`src/rtl/amm_pipe_bridge.sv`:
```
// Avalon-MM pipeline bridge: command FIFO toward the downstream slave, credit-limited
// read tracking, and a registered read-response path back upstream.
module amm_pipe_bridge #(
  parameter int A_W       = 32,
  parameter int D_W       = 64,
  parameter int CMD_DEPTH = 4,
  parameter int MAX_PEND  = 8,
  parameter int BURST_EN  = 0,
  parameter int BURST_W   = 4
) (
  input  logic               clk,
  input  logic               rst,
  input  logic [A_W-1:0]     s_address,
  input  logic               s_read,
  input  logic               s_write,
  input  logic [D_W-1:0]     s_writedata,
  input  logic [D_W/8-1:0]   s_byteenable,
  input  logic [BURST_W-1:0] s_burstcount,
  output logic               s_waitrequest,
  output logic [D_W-1:0]     s_readdata,
  output logic               s_readdatavalid,
  output logic [A_W-1:0]     m_address,
  output logic               m_read,
  output logic               m_write,
  output logic [D_W-1:0]     m_writedata,
  output logic [D_W/8-1:0]   m_byteenable,
  output logic [BURST_W-1:0] m_burstcount,
  input  logic               m_waitrequest,
  input  logic [D_W-1:0]     m_readdata,
  input  logic               m_readdatavalid
);

  localparam int BE_W   = D_W / 8;
  localparam int PTR_W  = $clog2(CMD_DEPTH);
  localparam int CNT_W  = PTR_W + 1;
  localparam int PEND_W = $clog2(MAX_PEND + 1);
  localparam int SUM_W  = ((PEND_W > BURST_W) ? PEND_W : BURST_W) + 1;
  localparam logic [CNT_W-1:0] DEPTH_C = CNT_W'(CMD_DEPTH);
  localparam logic [SUM_W-1:0] MAXP_C  = SUM_W'(MAX_PEND);
  localparam bit BURST_ON = (BURST_EN != 32'sd0);

  logic               r_q_rd    [CMD_DEPTH];
  logic               r_q_wr    [CMD_DEPTH];
  logic [A_W-1:0]     r_q_addr  [CMD_DEPTH];
  logic [D_W-1:0]     r_q_wdata [CMD_DEPTH];
  logic [BE_W-1:0]    r_q_be    [CMD_DEPTH];
  logic [BURST_W-1:0] r_q_bc    [CMD_DEPTH];

  logic [PTR_W-1:0]  r_wr_ptr;
  logic [PTR_W-1:0]  r_rd_ptr;
  logic [CNT_W-1:0]  r_count;
  logic [PEND_W-1:0] r_pend;
  logic              r_s_rvalid;
  logic [D_W-1:0]    r_s_rdata;

  logic               w_empty;
  logic               w_full;
  logic               w_push;
  logic               w_pop;
  logic               w_rd_acc;
  logic               w_credit_short;
  logic               w_beat_ok;
  logic [SUM_W-1:0]   w_bc;
  logic [SUM_W-1:0]   w_pend_ext;
  logic [PEND_W-1:0]  w_pend_nxt;
  logic [BURST_W-1:0] w_bc_store;

  assign w_empty    = (r_count == {CNT_W{1'b0}});
  assign w_full     = (r_count == DEPTH_C);
  assign w_pend_ext = SUM_W'(r_pend);

  // Credit cost of the offered read; a zero burstcount is charged as one beat
  always_comb begin
    w_bc       = SUM_W'(1'b1);
    w_bc_store = BURST_W'(1'b1);
    if (BURST_ON) begin
      w_bc_store = s_burstcount;
      if (s_burstcount != {BURST_W{1'b0}}) begin
        w_bc = SUM_W'(s_burstcount);
      end else begin
        w_bc = SUM_W'(1'b1);
      end
    end else begin
      w_bc       = SUM_W'(1'b1);
      w_bc_store = BURST_W'(1'b1);
    end
  end

  assign w_credit_short  = ((w_pend_ext + w_bc) > MAXP_C);
  assign s_waitrequest   = rst | w_full | (s_read & w_credit_short);
  assign w_push          = (s_read | s_write) & ~s_waitrequest;
  assign w_rd_acc        = s_read & ~s_waitrequest;
  assign w_pop           = (m_read | m_write) & ~m_waitrequest;
  // A beat already heading upstream has consumed its credit even before pend drops
  assign w_beat_ok       = m_readdatavalid & (r_pend > PEND_W'(r_s_rvalid));
  assign w_pend_nxt      = r_pend + (w_rd_acc ? PEND_W'(w_bc) : {PEND_W{1'b0}})
                           - PEND_W'(r_s_rvalid);
  assign s_readdatavalid = r_s_rvalid;
  assign s_readdata      = r_s_rdata;

  // Command storage write port
  always_ff @(posedge clk) begin
    if (w_push) begin
      r_q_rd[r_wr_ptr]    <= s_read;
      r_q_wr[r_wr_ptr]    <= s_write;
      r_q_addr[r_wr_ptr]  <= s_address;
      r_q_wdata[r_wr_ptr] <= s_writedata;
      r_q_be[r_wr_ptr]    <= s_byteenable;
      r_q_bc[r_wr_ptr]    <= w_bc_store;
    end
  end

  // Head of FIFO drives the downstream command; empty FIFO presents all zeros
  always_comb begin
    m_read       = 1'b0;
    m_write      = 1'b0;
    m_address    = {A_W{1'b0}};
    m_writedata  = {D_W{1'b0}};
    m_byteenable = {BE_W{1'b0}};
    m_burstcount = {BURST_W{1'b0}};
    if (!w_empty) begin
      m_read       = r_q_rd[r_rd_ptr];
      m_write      = r_q_wr[r_rd_ptr];
      m_address    = r_q_addr[r_rd_ptr];
      m_writedata  = r_q_wdata[r_rd_ptr];
      m_byteenable = r_q_be[r_rd_ptr];
      m_burstcount = r_q_bc[r_rd_ptr];
    end else begin
      m_read  = 1'b0;
      m_write = 1'b0;
    end
  end

  // FIFO pointers, occupancy and outstanding read credit
  always_ff @(posedge clk) begin
    if (rst) begin
      r_wr_ptr <= {PTR_W{1'b0}};
      r_rd_ptr <= {PTR_W{1'b0}};
      r_count  <= {CNT_W{1'b0}};
      r_pend   <= {PEND_W{1'b0}};
    end else begin
      if (w_push) begin
        r_wr_ptr <= r_wr_ptr + PTR_W'(1'b1);
      end
      if (w_pop) begin
        r_rd_ptr <= r_rd_ptr + PTR_W'(1'b1);
      end
      case ({w_push, w_pop})
        2'b10:   r_count <= r_count + CNT_W'(1'b1);
        2'b01:   r_count <= r_count - CNT_W'(1'b1);
        default: r_count <= r_count;
      endcase
      r_pend <= w_pend_nxt;
    end
  end

  // Registered read response toward the upstream master
  always_ff @(posedge clk) begin
    if (rst) begin
      r_s_rvalid <= 1'b0;
      r_s_rdata  <= {D_W{1'b0}};
    end else begin
      r_s_rvalid <= w_beat_ok;
      r_s_rdata  <= m_readdata;
    end
  end

endmodule
```
`config.mk`:
```
export PLATFORM = sky130hd
export DESIGN_NAME = amm_pipe_bridge
export DESIGN_NICKNAME = d
export VERILOG_FILES = /design/src/rtl/amm_pipe_bridge.sv
export SDC_FILE = /design/constraint.sdc
export NUM_CORES = 1
export LEC_CHECK = 0
export ABC_AREA = 1
export CORE_MARGIN = 2
export CORE_UTILIZATION = 51
export CTS_CLUSTER_SIZE = 30
export DETAILED_ROUTE_END_ITERATION = 10
export PLACE_DENSITY = 0.86
export SYNTH_ARGS = -nofsm -noshare
export SYNTH_HDL_FRONTEND = slang
export SYNTH_SLANG_ARGS = --single-unit
export TNS_END_PERCENT = 10
```
`constraint.sdc`:
```
create_clock -name clk -period 8.5 [get_ports clk]
set_input_delay 0.85 -clock clk [delete_from_list [all_inputs] [get_ports clk]]
set_output_delay 0.85 -clock clk [all_outputs]
set_load 0.05 [all_outputs]
```
==> summary.md <==
| Metric | Value |
|---|---|
| Power Density | 346.8 nW/µm² |
| Antenna-violating nets left | 0 |
| Register area share after synthesis | 75.04% |
| Tmin final | 5.301 ns |
| Slowest stage delay, CP | 1.02 ns |
| Status | finished, final reports clean |
| Via count | 12940 |
| Total CTS buffers | 49 |
| First-pass GRT wire length | 71550 µm |
| Area Growth Syn to Fin | 28.65% |
| Largest net degree at the start of global routing | 128 |
| WP buf/inv | 3 |
| Final Skew | 0.01745 ns |
| Relative slew slack | 17.82% |
| # setup viols final | 0 |
| Router iterations before antenna repair | 5 |
| DRC | 0 |
| Mapped Avg Cell Area | 12.10 µm² |
| Max IR drop VDD | 0.2333 mV |
| Die width | 197.3 µm |
| Slew @ Worst Pin | 1.233 ns |
| CP Launch Type | register |
| TritonCTS clock tree | yes |
| Crit path DAT | 4.45 ns |
| H-tree depth | 2 |
| # clock sinks | 502 |
| Fin nets | 2091 |
| Port buffer count | 346 |
| CTS-repair resized insts | 0 |
| RSZ-0062 raised after global routing | false |
| Crit share post-route | 62.36% |
| Critical Path RT | 7.65 ns |
| Final core utilization | 66.78% |
| Post-Synthesis Cells | 1574 |
| Number of synthesized register bits | 502 |
| Worst hold path class | register to register |
| Critical path cell sequence | buf_4, buf_4, nor2_1, nor2_1, o21ai_0, a21oi_1, clkdlybuf4s50_1 |
| Post-Syn Area | 19050 µm² |
| GRT overflow | 0 |
| # hold bufs at CTS | 0 |
| Fmax | 0.1886 GHz |
| Starting Density | 51.91% |
| Share of layout cells above drive strength 1 | 5.418% |
| Via-per-instance ratio | 5.363 |
| Commonest non-fill, non-tap cell in the layout | nor2_1 |
| RePlAce Congestion | 0.8189 |
| Synth Warn # | 0 |
| WS Path Type | register to output port |
| Routed WL per cell | 19.62 µm |
| Max Transition Viols Final | 0 |
| Core ar. | 36700 µm² |
| Rows | 70 |
| Fin Setup TNS | 0 ns |
| Fillers | 2466 |
| Vias in the first global route | 13410 |
| Unique masters post-synth | 23 |
| Setup crit end kind | output port |
| Highest-count cells in the layout ignoring fill and taps | nor2_1 (493), edfxtp_1 (424), clkdlybuf4s50_1 (345) |
| # Max-Cap Violations | 0 |
| Final Hold Viols | 0 |
| Overall die height | 197.3 µm |
| Antenna violations before repair | 5 |
| 1st-iter DRT viols | 956 |
| Crit-path max FO | 108 |
| Hpwl dp | 27440 µm |
| LEAKAGE | 8.818 nW |
| Clock latency on the worst-skew pair | 0.57 ns |
| Routed WL | 47320 µm |
| Crit-path leading delay family | buffers and inverters |
| GRT Total Usage | 24.12% |
| Worst-path clk slew | 0.06 ns |
| Die area | 38910 µm² |
| # IOs | 354 |
| Total setup buffers inserted after CTS | 0 |
| Crit-path slowest cell | buf_4 |
| Clk buf depth | 3 |
| Root Driver | clkbuf_16 |
==> worst paths after layout <==
path | startpoint | to | slack [ns] | cells past startpoint
max | register | m_writedata[45] | 3.20 | 7
min | r_count[1] | r_count[1] | 0.49 | 2
max reg2reg | r_pend[1] | r_q_addr[0][0] | 5.27 | 9
min reg2reg | r_count[1] | r_count[1] | 0.49 | 2
==> final cells by class <==
class | instances | area (µm²) | area share (%)
Clock inverter | 29 | 359.1 | 1.465
Multi-Input combinational cell | 884 | 3938 | 16.07
Timing Repair Buffer | 362 | 3578 | 14.60
Clock buffer | 62 | 1348 | 5.499
Antenna cell | 6 | 15.01 | 0.06127
Tap cell | 468 | 585.6 | 2.389
Inverter | 99 | 381.6 | 1.557
Sequential cell | 502 | 14300 | 58.36
==> synth_stat cells <==
cell type	number	area [µm²]
a21oi_1	111	555.5
a31oi_1	1	6.260
buf_1	11	41.29
buf_2	26	130.1
buf_4	7	52.55
buf_6	11	123.9
clkbuf_1	36	135.1
conb_1	1	3.750
dfxtp_1	78	1562
edfxtp_1	424	12730
fa_1	2	40.04
ha_1	13	162.7
inv_1	95	356.6
inv_2	4	15.01
nand2_1	26	97.59
nand2_2	1	6.260
nand3_1	14	70.07
nor2_1	497	1866
o211ai_1	1	7.510
o21ai_0	124	620.6
o21ai_1	88	440.4
or2_2	1	6.260
xor2_1	2	17.52
==> flip-flops by register name (all words and copies together) (netlist names), named ones only <==
| register | flops |
|---|---|
| r_q_wdata | 256 |
| r_q_addr | 128 |
| s_readdata | 64 |
| r_q_be | 32 |
| r_pend | 4 |
| r_q_rd | 4 |
| r_q_wr | 4 |
| r_count | 3 |
| r_rd_ptr | 2 |
| r_wr_ptr | 2 |
| s_readdatavalid | 1 |
==> cells by family after synthesis <==
logic type	share of synthesized area, %
buf+inv	4.486
xor+xnor	0.09198
simple gates	10.74
other cells	0.01969
compound gates	8.559
fa+ha+maj	1.064
flops	75.04
==> through the flow <==
stage / power, mW / cell area [µm²] / instances / hold WS, ns / setup WS, ns
floorplan: 5.241 / 19060 / 1576 / 0.4582 / 1.963
global placement: 6.194 / 22780 / 2315 / 0.4690 / 3.996
detailed placement: 6.274 / 22780 / 2315 / 0.4786 / 3.890
CTS: 8.543 / 24490 / 2406 / 0.4985 / 3.190
global route: 8.859 / 24500 / 2409 / 0.5390 / 2.939
finish: 8.498 / 24510 / 2412 / 0.4947 / 3.199
==> routing by layer <==
| metal | GRT usage, % | part of all wire [%] |
|---|---|---|
| met1 | 27.33 | 37 |
| met2 | 43.78 | 52 |
| met3 | 6.368 | 8.9 |
| met4 | 8.744 | 2.4 |
| met5 | 0 | 0.019 |
==> power by group <==
group / switching (mW) / internal [mW]
sequential: 0.0795 / 2.90
combinational: 2.34 / 0.922
clock: 0.890 / 1.37
total: 3.31 / 5.19
==> worst register-to-register path, cell delays in order, from the launching register on <==
cell     delay, ns
dfxtp_1       0.45
ha_1          0.23
nand3_1       0.09
nand3_1       0.09
nand2_1       0.06
nand2_1       0.09
nand3_1       0.45
nor2_4        0.25
buf_4         0.53
buf_4         0.59
Note: power is estimated with default switching activity, not from simulation.
==> variant (same settings) <==
`BURST_EN`: 0 -> 1.
--- a/src/rtl/amm_pipe_bridge.sv
+++ b/src/rtl/amm_pipe_bridge.sv
@@ -7,3 +7,3 @@
   parameter int MAX_PEND  = 8,
-  parameter int BURST_EN  = 0,
+  parameter int BURST_EN  = 1,
   parameter int BURST_W   = 4
Behaviour: not the same (a bounded check fails within 4 cycles, from zero or initial values and one cycle with rst high).
==> variant against the original RTL <==
Design area up 3.3%; sequential share of layout area about the same; area after synthesis up 3.8%; power up 2.7%; worst setup slack better by 19 ps; first-iteration DRC count up 21%; non-clock buffer count up 3; maximum frequency up 0.36%; sequential cell count up 16; wire length up 2.5%; global-route usage down 0.65 points; sequential power up 6%; critical endpoint is now m_writedata[13]; largest power group unchanged; highest routed layer is now met4.
==> variant: results <==
cells_and_area:
  largest_register_ffs: 256
  mostFrequentLayoutCell: "nor2_1"
  top_register: "r_q_wdata"
  layout.nets: 2166
  n_antenna_cell: 0
  layout-drive-gt1-share: 0.0508
clocking:
  clockBufferDepth: 3
  cts-root-buf: "clkbuf_16"
  numCtsBuffers: 50
  htreeDepth: 2
  clk_latency_ps: 570
  cts.repair.resized: 0
  clkSlewWorstSetupHoldPaths_ps: 60
  post_cts.repair.setup_buffers: 0
logic_synthesis:
  dominantRegCellSynth: "edfxtp_1"
  yosys_warnings: 0
  synth.distinct_cells: 26
  synth-async-reset-ratio: 0
  syn-num-nets: 1841
  ys_seq_area_frac: 0.748
  yosys-top-cells-count: "nor2_1 (522), edfxtp_1 (440), o21ai_0 (220)"
  synth_edf_count: 440
  syn_area_per_cell_um2: 12.0
  synth_area_leaders: "edfxtp_1 (67%), nor2_1 (9.9%), dfxtp_1 (7.9%), o21ai_0 (5.6%), a21oi_1 (3.0%)"
power_and_ir_drop:
  leakagePower_nw: 9.06
  ir_drop_v: 0.000214
grt:
  grt-ovfl-total: 0
  grt_max_degree: 130
  grt_pass1_vias: 13688
  antenna_found_initial: 0
  track_usage: 0.235
  grt_pass1_wl_um: 73200
place:
  gp_congestion: 0.858
  hpwl_um: 28700
  dpl.cell_count: 2435
  port_buffers: 353
route:
  drtIter0Drc: 1153
  vias_per_cell: 5.31
  vias: 13426
  dr.pass1.iters: 5
  routed_wl_um: 48500
critical_path:
  path_max_fanout: 129
  critPathArrivalTime_ps: 4430
sta:
  finClkSkew_ps: 17.5
  tightest_slew_ps: 1240
hold_path:
  hold_path.class: "flop to flop"
status:
  status: "complete, no violations"
-- variant: cell count changes in the layout (fill, tap and decap cells not counted), moves of 4 or more --
cell and delta:
o21ai_1 -83, a21oi_1 +7, buf_4 -6, clkdlybuf4s50_1 +7, edfxtp_1 +16, nor2_1 +25
diode_2 -6, inv_1 +4, o21ai_0 +96, nand3_1 -7
-- variant: final cells by class --
type	instances	area, µm²
fillers	2689	13100
clock inverters	35	365
repair buffers	365	3640
inverters	103	397
flip-flops and latches	518	14800
clock buffers	57	1300
well taps	518	648
multi-input cells	931	4190
-- variant: path summary, 6_finish.rpt --
path | startpoint | endpoint | slack [ps] | cells past startpoint
setup / recovery | flop | m_writedata[13] | 3220 | 5
hold / removal | r_rd_ptr[1]$_SDFFE_PP0P_ | flop | 500 | 2
setup reg to reg | r_pend[0]$_SDFF_PP0_ | r_q_addr[3][7]$_DFFE_PP_ | 4640 | 12
hold reg to reg | r_rd_ptr[1]$_SDFFE_PP0P_ | flop | 500 | 2
-- variant: logic make-up (layout without fill, tap and decap cells) --
kind of cell             Yosys count  count (layout)  share of synthesized area
AND/OR/NAND/NOR                  563             563                      0.108
flip-flops                       518             518                      0.748
AO/OA/AOI/OAI                    345             345                     0.0876
buffers and inverters            195             560                     0.0418
adder cells (fa/ha/maj)           19              19                     0.0132
XOR/XNOR                           4               4                    0.00177
-- variant: per-layer routing --
layer	up-vias	track usage	share of wire
met5	-	0	0
met4	0	0.0939	0.028
met3	89	0.0534	0.080
met2	621	0.420	0.52
met1	6442	0.274	0.37
li1	6274	-	-
-- variant: critical path: stages (launching register included) --
cell,delay [ps]
dfxtp_4,680
inv_6,810
buf_4,800
o21ai_0,200
a21oi_1,360
clkdlybuf4s50_1,940
-- variant: through the flow --
step / setup WS, ps / cell area (µm²) / hold slack, ps
after floorplan: 957 / 19800 / 458
after global placement: 3370 / 23700 / 471
after detailed placement: 3240 / 23700 / 490
after CTS: 3160 / 25300 / 501
after global routing: 2920 / 25300 / 523
final: 3220 / 25300 / 498
-- variant: power by group --
| part | switching (mW) | leakage (nW) | internal [mW] |
|---|---|---|---|
| clock | 0.924 | 0.803 | 1.31 |
| combinational | 2.36 | 3.61 | 0.964 |
| sequential | 0.154 | 4.65 | 3.02 |
